===== config.mk =====
export PLATFORM = sky130hd
export DESIGN_NAME = eeprom_arbiter
export DESIGN_NICKNAME = d
export VERILOG_FILES = /design/src/rtl/eeprom_arbiter.sv
export SDC_FILE = /design/constraint.sdc
export NUM_CORES = 1
export LEC_CHECK = 0
export ABC_AREA = 1
export CAP_MARGIN = 20
export CORE_UTILIZATION = 42
export CTS_CLUSTER_DIAMETER = 60
export CTS_CLUSTER_SIZE = 28
export DETAILED_ROUTE_END_ITERATION = 7
export PLACE_DENSITY = 0.82
export RECOVER_POWER = 50
export REMOVE_ABC_BUFFERS = 1
export SKIP_CTS_REPAIR_TIMING = 1
export SYNTH_ARGS = -nofsm -noshare
export SYNTH_HDL_FRONTEND = slang
export SYNTH_SLANG_ARGS = --single-unit
export TNS_END_PERCENT = 10

===== constraint.sdc =====
create_clock -name clk -period 1.6 [get_ports clk]
set_input_delay 0.32 -clock clk [delete_from_list [all_inputs] [get_ports clk]]
set_output_delay 0.32 -clock clk [all_outputs]
set_load 0.01 [all_outputs]

===== src/rtl/eeprom_arbiter.sv =====
// eeprom_arbiter: shares a single-port EEPROM array between the I2C memory
// state machine (priority port) and the local host register port.
// Accesses are serialised through IDLE -> WRITE/READ -> ACK -> IDLE.
// The host is guaranteed a grant after MAX_SKIP consecutive contended losses.
// Optional feature: define MEM_ARB_WP_EN to suppress writes to addresses at or
// above WP_BASE and flag them with wp_err.
module eeprom_arbiter #(
    parameter int                ADDR_W     = 7,
    parameter int                DATA_W     = 8,
    parameter int                RD_LATENCY = 1,
    parameter int                MAX_SKIP   = 3,
    parameter logic [ADDR_W-1:0] WP_BASE    = 'h70
) (
    input  logic              clk,
    input  logic              rst,

    input  logic              i2c_req,
    input  logic              i2c_we,
    input  logic [ADDR_W-1:0] i2c_addr,
    input  logic [DATA_W-1:0] i2c_wdata,
    output logic              i2c_ack,
    output logic [DATA_W-1:0] i2c_rdata,

    input  logic              host_req,
    input  logic              host_we,
    input  logic [ADDR_W-1:0] host_addr,
    input  logic [DATA_W-1:0] host_wdata,
    output logic              host_ack,
    output logic [DATA_W-1:0] host_rdata,

    output logic [ADDR_W-1:0] mem_address,
    output logic [DATA_W-1:0] mem_wrdata,
    output logic              mem_wren,
    input  logic [DATA_W-1:0] mem_rddata,

    output logic              busy,
    output logic              owner,
    output logic              wp_err
);

    typedef enum logic [1:0] {
        IDLE  = 2'd0,
        WRITE = 2'd1,
        READ  = 2'd2,
        ACK   = 2'd3
    } state_t;

    localparam int              SKIP_W  = 4;
    localparam logic [SKIP_W-1:0] SKIP_MAX = SKIP_W'(MAX_SKIP);
    // Down-counter start value: the READ state lasts RD_LATENCY cycles.
    localparam logic [1:0]      RD_LAST = 2'(RD_LATENCY - 1);

    state_t              state, state_nxt;
    logic [SKIP_W-1:0]   skip_cnt;
    logic [1:0]          rd_cnt;
    logic                lat_we;
    logic [ADDR_W-1:0]   lat_addr;
    logic [DATA_W-1:0]   lat_wdata;

    logic                any_req;
    logic                host_wins;
    logic                win_we;
    logic                wp_hit;

    // The array sees the latched access; these only change on a grant, so
    // they hold their last values outside WRITE and READ.
    assign mem_address = lat_addr;
    assign mem_wrdata  = lat_wdata;

`ifdef MEM_ARB_WP_EN
    assign wp_hit = lat_we && (lat_addr >= WP_BASE);
`else
    logic wp_base_unused;
    assign wp_hit         = 1'b0;
    assign wp_base_unused = ^WP_BASE;
`endif

    // Arbitration: I2C has priority unless the host has been skipped MAX_SKIP times.
    always_comb begin
        any_req   = i2c_req | host_req;
        host_wins = host_req && (!i2c_req || (skip_cnt == SKIP_MAX));
        win_we    = host_wins ? host_we : i2c_we;
    end

    // State register.
    always_ff @(posedge clk) begin
        // NOTE: sequential state uses non-blocking (<=) so every flop samples
        // the pre-edge values; blocking here would create order-dependent races.
        if (rst) begin
            state <= IDLE;
        end else begin
            state <= state_nxt;
        end
    end

    // Next-state logic.
    always_comb begin
        // NOTE: every combinational output gets a default first so no path
        // leaves it unassigned, which would otherwise infer a latch.
        state_nxt = state;
        case (state)
            IDLE:  if (any_req) state_nxt = win_we ? WRITE : READ;
            WRITE: state_nxt = ACK;
            READ:  if (rd_cnt == 2'd0) state_nxt = ACK;
            ACK:   state_nxt = IDLE;
            default: state_nxt = IDLE;
        endcase
    end

    // Output decode from the current state and the latched access.
    always_comb begin
        busy     = (state != IDLE);
        mem_wren = 1'b0;
        i2c_ack  = 1'b0;
        host_ack = 1'b0;
        wp_err   = 1'b0;
        case (state)
            WRITE: mem_wren = lat_we && !wp_hit;
            ACK: begin
                i2c_ack  = !owner;
                host_ack = owner;
                wp_err   = wp_hit;
            end
            default: ;
        endcase
    end

    // Grant latching, fairness counter, read counter and read-data capture.
    always_ff @(posedge clk) begin
        if (rst) begin
            skip_cnt   <= '0;
            rd_cnt     <= '0;
            owner      <= 1'b0;
            lat_we     <= 1'b0;
            lat_addr   <= '0;
            lat_wdata  <= '0;
            i2c_rdata  <= '0;
            host_rdata <= '0;
        end else begin
            if (state == IDLE && any_req) begin
                owner     <= host_wins;
                lat_we    <= win_we;
                lat_addr  <= host_wins ? host_addr  : i2c_addr;
                lat_wdata <= host_wins ? host_wdata : i2c_wdata;
                rd_cnt    <= RD_LAST;
                if (host_wins) begin
                    skip_cnt <= '0;
                end else if (host_req && skip_cnt != SKIP_MAX) begin
                    // Host lost a contended grant; an uncontended I2C grant leaves it alone.
                    skip_cnt <= skip_cnt + 1'b1;
                end
            end
            if (state == READ) begin
                if (rd_cnt == 2'd0) begin
                    if (owner) host_rdata <= mem_rddata;
                    else       i2c_rdata  <= mem_rddata;
                end else begin
                    rd_cnt <= rd_cnt - 1'b1;
                end
            end
        end
    end

endmodule


-- Word-level counts from Yosys, hierarchy flattened
Index checks and enable logic that the tools add are counted.
- muxes and demuxes: 15
- multiply operators: 0
- divide/modulo/power cells: 0
- shift operators: 0
- equality and inequality tests: 7
- bitwise logic cells: 2
- reduce and logical (&&, ||, !) cells: 14
- $add $sub $neg: 2
- magnitude comparators: 0
- operator list (kind ; number):
    $mux W2 ; 6
    $mux W4 ; 2
    $mux W8 ; 1
    $pmux W2 S4 ; 1
    $mux W7 ; 1
    $reduce_and A3 Y1 ; 2
    $add A4 B1 Y4 const B ; 1
    $eq A2 B2 Y1 const B ; 2
    $eq A4 B2 Y1 const B ; 1
    $logic_not A2 Y1 ; 2
    $mux W1 ; 4
    $ne A2 B2 Y1 const B ; 2
    $ne A4 B2 Y1 const B ; 1
    $reduce_and A2 Y1 ; 2
    $reduce_bool A2 Y1 ; 2
    $logic_and A1 B1 Y1 ; 3
    $eq A2 B1 Y1 const B ; 1
    $logic_not A1 Y1 ; 2
    $sub A2 B1 Y2 const B ; 1
    $logic_or A1 B1 Y1 ; 1
    $not A1 Y1 ; 1
    $or A1 B1 Y1 ; 1
- input port bits: 44
- ROM bits: 0
- memory bits (writable): 0
- memories: 0
- output and inout port bits: 37
- bits in latches: 0
- flip-flop bits (word level): 41
- logic and storage cells: 49

-- Depth between registers and ports, before layout
- word-level depth: 7
- depth in mapped cells: 10
- mapped depth without buffers: 9

-- Worst setup path after synthesis
No wires, ideal clock.
- kind: register to register
- start: register state[0]
- end: register lat_addr[0], in the netlist mem_address[0]
- buffers on the path: 1
- data arrival time: 1.237 ns
- required time: 1.491 ns
- setup slack: 0.254 ns
- cell stages (with the launch flop): 10
- clock period less this slack: 1.346 ns
- setup time: 0.109 ns
- cell sequence: dfxtp_1 inv_1 ha_1 nand2_4 inv_2 buf_6 nand3_1 nand3_1 nand2_1 inv_1
- cells in the longest elaborated chain, start to end: 2
- RTL lines (what ; line ; source):
    from (decl) ; 53 ; state_t state, state_nxt;
    from (signal assigned) ; 92 ; state <= state_nxt;
    $logic_not A2 Y1 ; 140 ; if (state == IDLE && any_req) begin
    $logic_and A1 B1 Y1 ; 140 ;
    to (signal assigned) ; 143 ; lat_addr <= host_wins ? host_addr : i2c_addr;
    to (decl) ; 57 ; logic [ADDR_W-1:0] lat_addr;
Every way passes these cells.
A chain may end at the register's enable or synchronous reset.

-- Worst setup path after layout
- start: register owner
- end: output port owner
- RTL lines (what ; line ; source):
    from (decl) ; 37 ; output logic owner,
    from (signal assigned) ; 141 ; owner <= host_wins;
No word-level cell between the ends.

==> flow_summary.ini <==
[sta]
min_period_ns = 1.54
hold_viol_final = 0
skew_ns = 0.00401
drv_slew = 0
setup_viol = 0
max_freq_ghz = 0.649
rsz0062_at_grt = no
fin_crit_sh_pct = 96.3
setup-tns-final_ns = 0

[floorplanning]
die_x_um = 69.3
ios = 81
start_util_pct = 43.7
die_h_um = 69.3
dieArea_um2 = 4810
placementRows = 24
design.core.area_um2 = 4350

[hold_path]
min_path_type = flop to flop
hold_start = host_rdata[7]$_SDFFE_PP0P_

[job]
max_cap_viol_count = 0

[setup_path]
crit_path_max_incr_delay_ns = 0.55
crit_type = flop to output pin
critPathBufInv = 1
worst_path_max_delay_cell = clkdlybuf4s50_1
required_ns = 1.28
reg2reg_setup_slack_ns = 0.15
worstReg2RegStart = state[0]$_SDFFE_PP0P_
cp_data_arrival_time_ns = 1.22
critPathTopFamily = buffers and inverters
critPathCaptureType = output pin
start_kind = flop
critPathMaxFanout = 6
crit_chain = clkdlybuf4s50_1
startpoint = owner$_SDFFE_PP0P_

[clocking]
insertion_delay_ns = 0.29
cts_buffer_depth = 2
cts_sinks = 41
cts_root_buffer = clkbuf_8
htreeDepth = 2
cts.clk_slew.worst_paths_ns = 0.08
cts_tree = done
numCtsBuffers = 5

[global_routing]
grt_pass1_vias = 1913
grt_start_max_net_pins = 33
grt-ovfl-total = 0
antenna_found_initial = 0
grt_pass1_wl_um = 8140
grt_usage_pct = 21.1

[run_status]
status = complete, no violations

[synth]
syn_area_per_cell_um2 = 7.11
synth_seq_cells = 41
yosys_warnings = 0
ys_types = 25
synth_area_um2 = 1900
syn_inst = 268
yosysSeqAreaShare_pct = 43.1

[power]
worst_ir_drop_vdd_uv = 642
p_per_area_nw_per_um2 = 1400
p_switching_mw = 1.48
finalPower_mw = 4.15
seqPwrFrac_pct = 33.8
p_clk_share_pct = 20.2
power_frac_comb_pct = 45.9
internal_power_mw = 2.67
p_leak_nw = 1.44
p_sw_share_pct = 35.6

[final_layout]
num_antenna_cells = 0
nets = 408
drive_gt1_share_pct = 10.3
fill_cells = 383
area_delta_synth_final_pct = 55.4

[routing]
detail-route-antenna-nets = 0
drt-initial-drc-count = 125
wire_per_inst_um = 11.4
route.detailed.drc = 0
drt_first_pass_iters = 4
wirelength_um = 4710
vias = 1964
vias_per_cell = 4.77

[placed_design]
io_buffers = 79
gp_congestion = 0.863
place_hpwl_um = 3580
==> layer usage <==
layer / wire [um] / GRT usage (%) / part of all wire, %
met1: 2040 / 23.7 / 43
met2: 2270 / 37.4 / 48
met3: 366 / 7.56 / 7.8
met4: 29 / 5.67 / 0.62
met5: 0 / 0 / 0
==> power groups by stage <==
stage / Sequential (mW) / Combinational (mW) / Clock [mW]
after CTS: 1.40 / 1.92 / 0.858
after global routing: 1.44 / 2.11 / 0.911
after global placement: 1.41 / 1.88 / 0
after floorplan: 1.50 / 0.882 / 0
after detailed placement: 1.42 / 1.91 / 0
final: 1.40 / 1.91 / 0.840
==> layout by cell type, fill, tap and decap left out, drive strengths merged <==
| master | count |
|---|---|
| clkdlybuf4s50 | 75 |
| nand2 | 63 |
| nor2 | 43 |
| dfxtp | 41 |
| nand3 | 39 |
| inv | 35 |
| o21ai | 17 |
| buf | 12 |
| clkbuf | 8 |
| a21oi | 7 |
| ha | 5 |
| dlymetal6s2s | 4 |
| o211ai | 2 |
| o22ai | 1 |
| and3 | 1 |
| nor3 | 1 |
| xor2 | 1 |
| a211oi | 1 |
| conb | 1 |
| clkinv | 1 |
| clkinvlp | 1 |
| bufinv | 1 |
==> layout make-up <==
cell class | instances | area [um2] | share of cell area, %
Sequential cell | 41 | 825 | 27.9
Clock inverter | 3 | 46.3 | 1.56
Inverter | 35 | 134 | 4.52
Timing Repair Buffer | 94 | 951 | 32.1
Multi-Input combinational cell | 182 | 870 | 29.4
Clock buffer | 5 | 68.8 | 2.33
Tap cell | 52 | 65.1 | 2.20
==> worst register-to-register path, stage by stage (launching register included) <==
cell and delay, ns:
dfxtp_2 0.36, inv_1 0.06, ha_1 0.21, buf_4 0.16
nand2_4 0.12, inv_2 0.14, nand3_1 0.12, nand3_1 0.08
nand2_1 0.06, inv_1 0.04
==> stage by stage <==
step / hold WS, ns / setup slack [ns] / instances / instance area (um2) / util [%]
floorplan: 0.389 / 0.190 / 258 / 1830 / -
global route: 0.503 / 0.00727 / 412 / 2960 / 68.0
finish: 0.489 / 0.0585 / 412 / 2960 / 68.0
CTS: 0.489 / -0.319 / 412 / 2950 / 67.7
detailed placement: 0.473 / -0.0714 / 404 / 2830 / 65.1
global placement: 0.464 / -0.0127 / 404 / 2830 / 65.1
==> final timing paths <==
| kind | end | depth (start not counted) |
|---|---|---|
| min reg2reg | host_rdata[7]$_SDFFE_PP0P_ | 2 |
| min | host_rdata[7]$_SDFFE_PP0P_ | 2 |
| max | owner | 1 |
| max reg2reg | mem_address[5]$_SDFFE_PP0P_ | 9 |
==> state kept, by name, indices dropped and copies added, names as in the netlist <==
register	count
mem_address	7
lat_we	1
owner	1
host_rdata	8
i2c_rdata	8
skip_cnt	4
rd_cnt	2
state	2
mem_wrdata	8
==> cell usage after synthesis <==
master	number	area share [%]
a211oi_1	1	0.39
a21oi_1	7	1.8
and3_1	1	0.33
buf_2	2	0.53
buf_4	2	0.79
buf_6	4	2.4
clkbuf_1	2	0.39
conb_1	1	0.20
dfxtp_1	41	43
ha_1	5	3.3
inv_1	33	6.5
inv_2	2	0.39
nand2_1	59	12
nand2_2	1	0.33
nand2_4	3	1.8
nand3_1	39	10
nor2_1	40	7.9
nor2_2	2	0.66
nor2_8	1	1.1
nor3_1	1	0.26
o211ai_1	2	0.79
o21ai_0	16	4.2
o21ai_1	1	0.26
o22ai_1	1	0.33
xor2_1	1	0.46
==> cell families after synthesis <==
group	count (synthesis)	synth area share (%)
AND/OR/NAND/NOR	147	34.2
AO/OA/AOI/OAI	28	7.82
other	1	0.197
XOR/XNOR	1	0.460
flip-flops	41	43.1
adder cells (fa/ha/maj)	5	3.29
buffers and inverters	45	11.0
(Power assumes the default switching activity.)
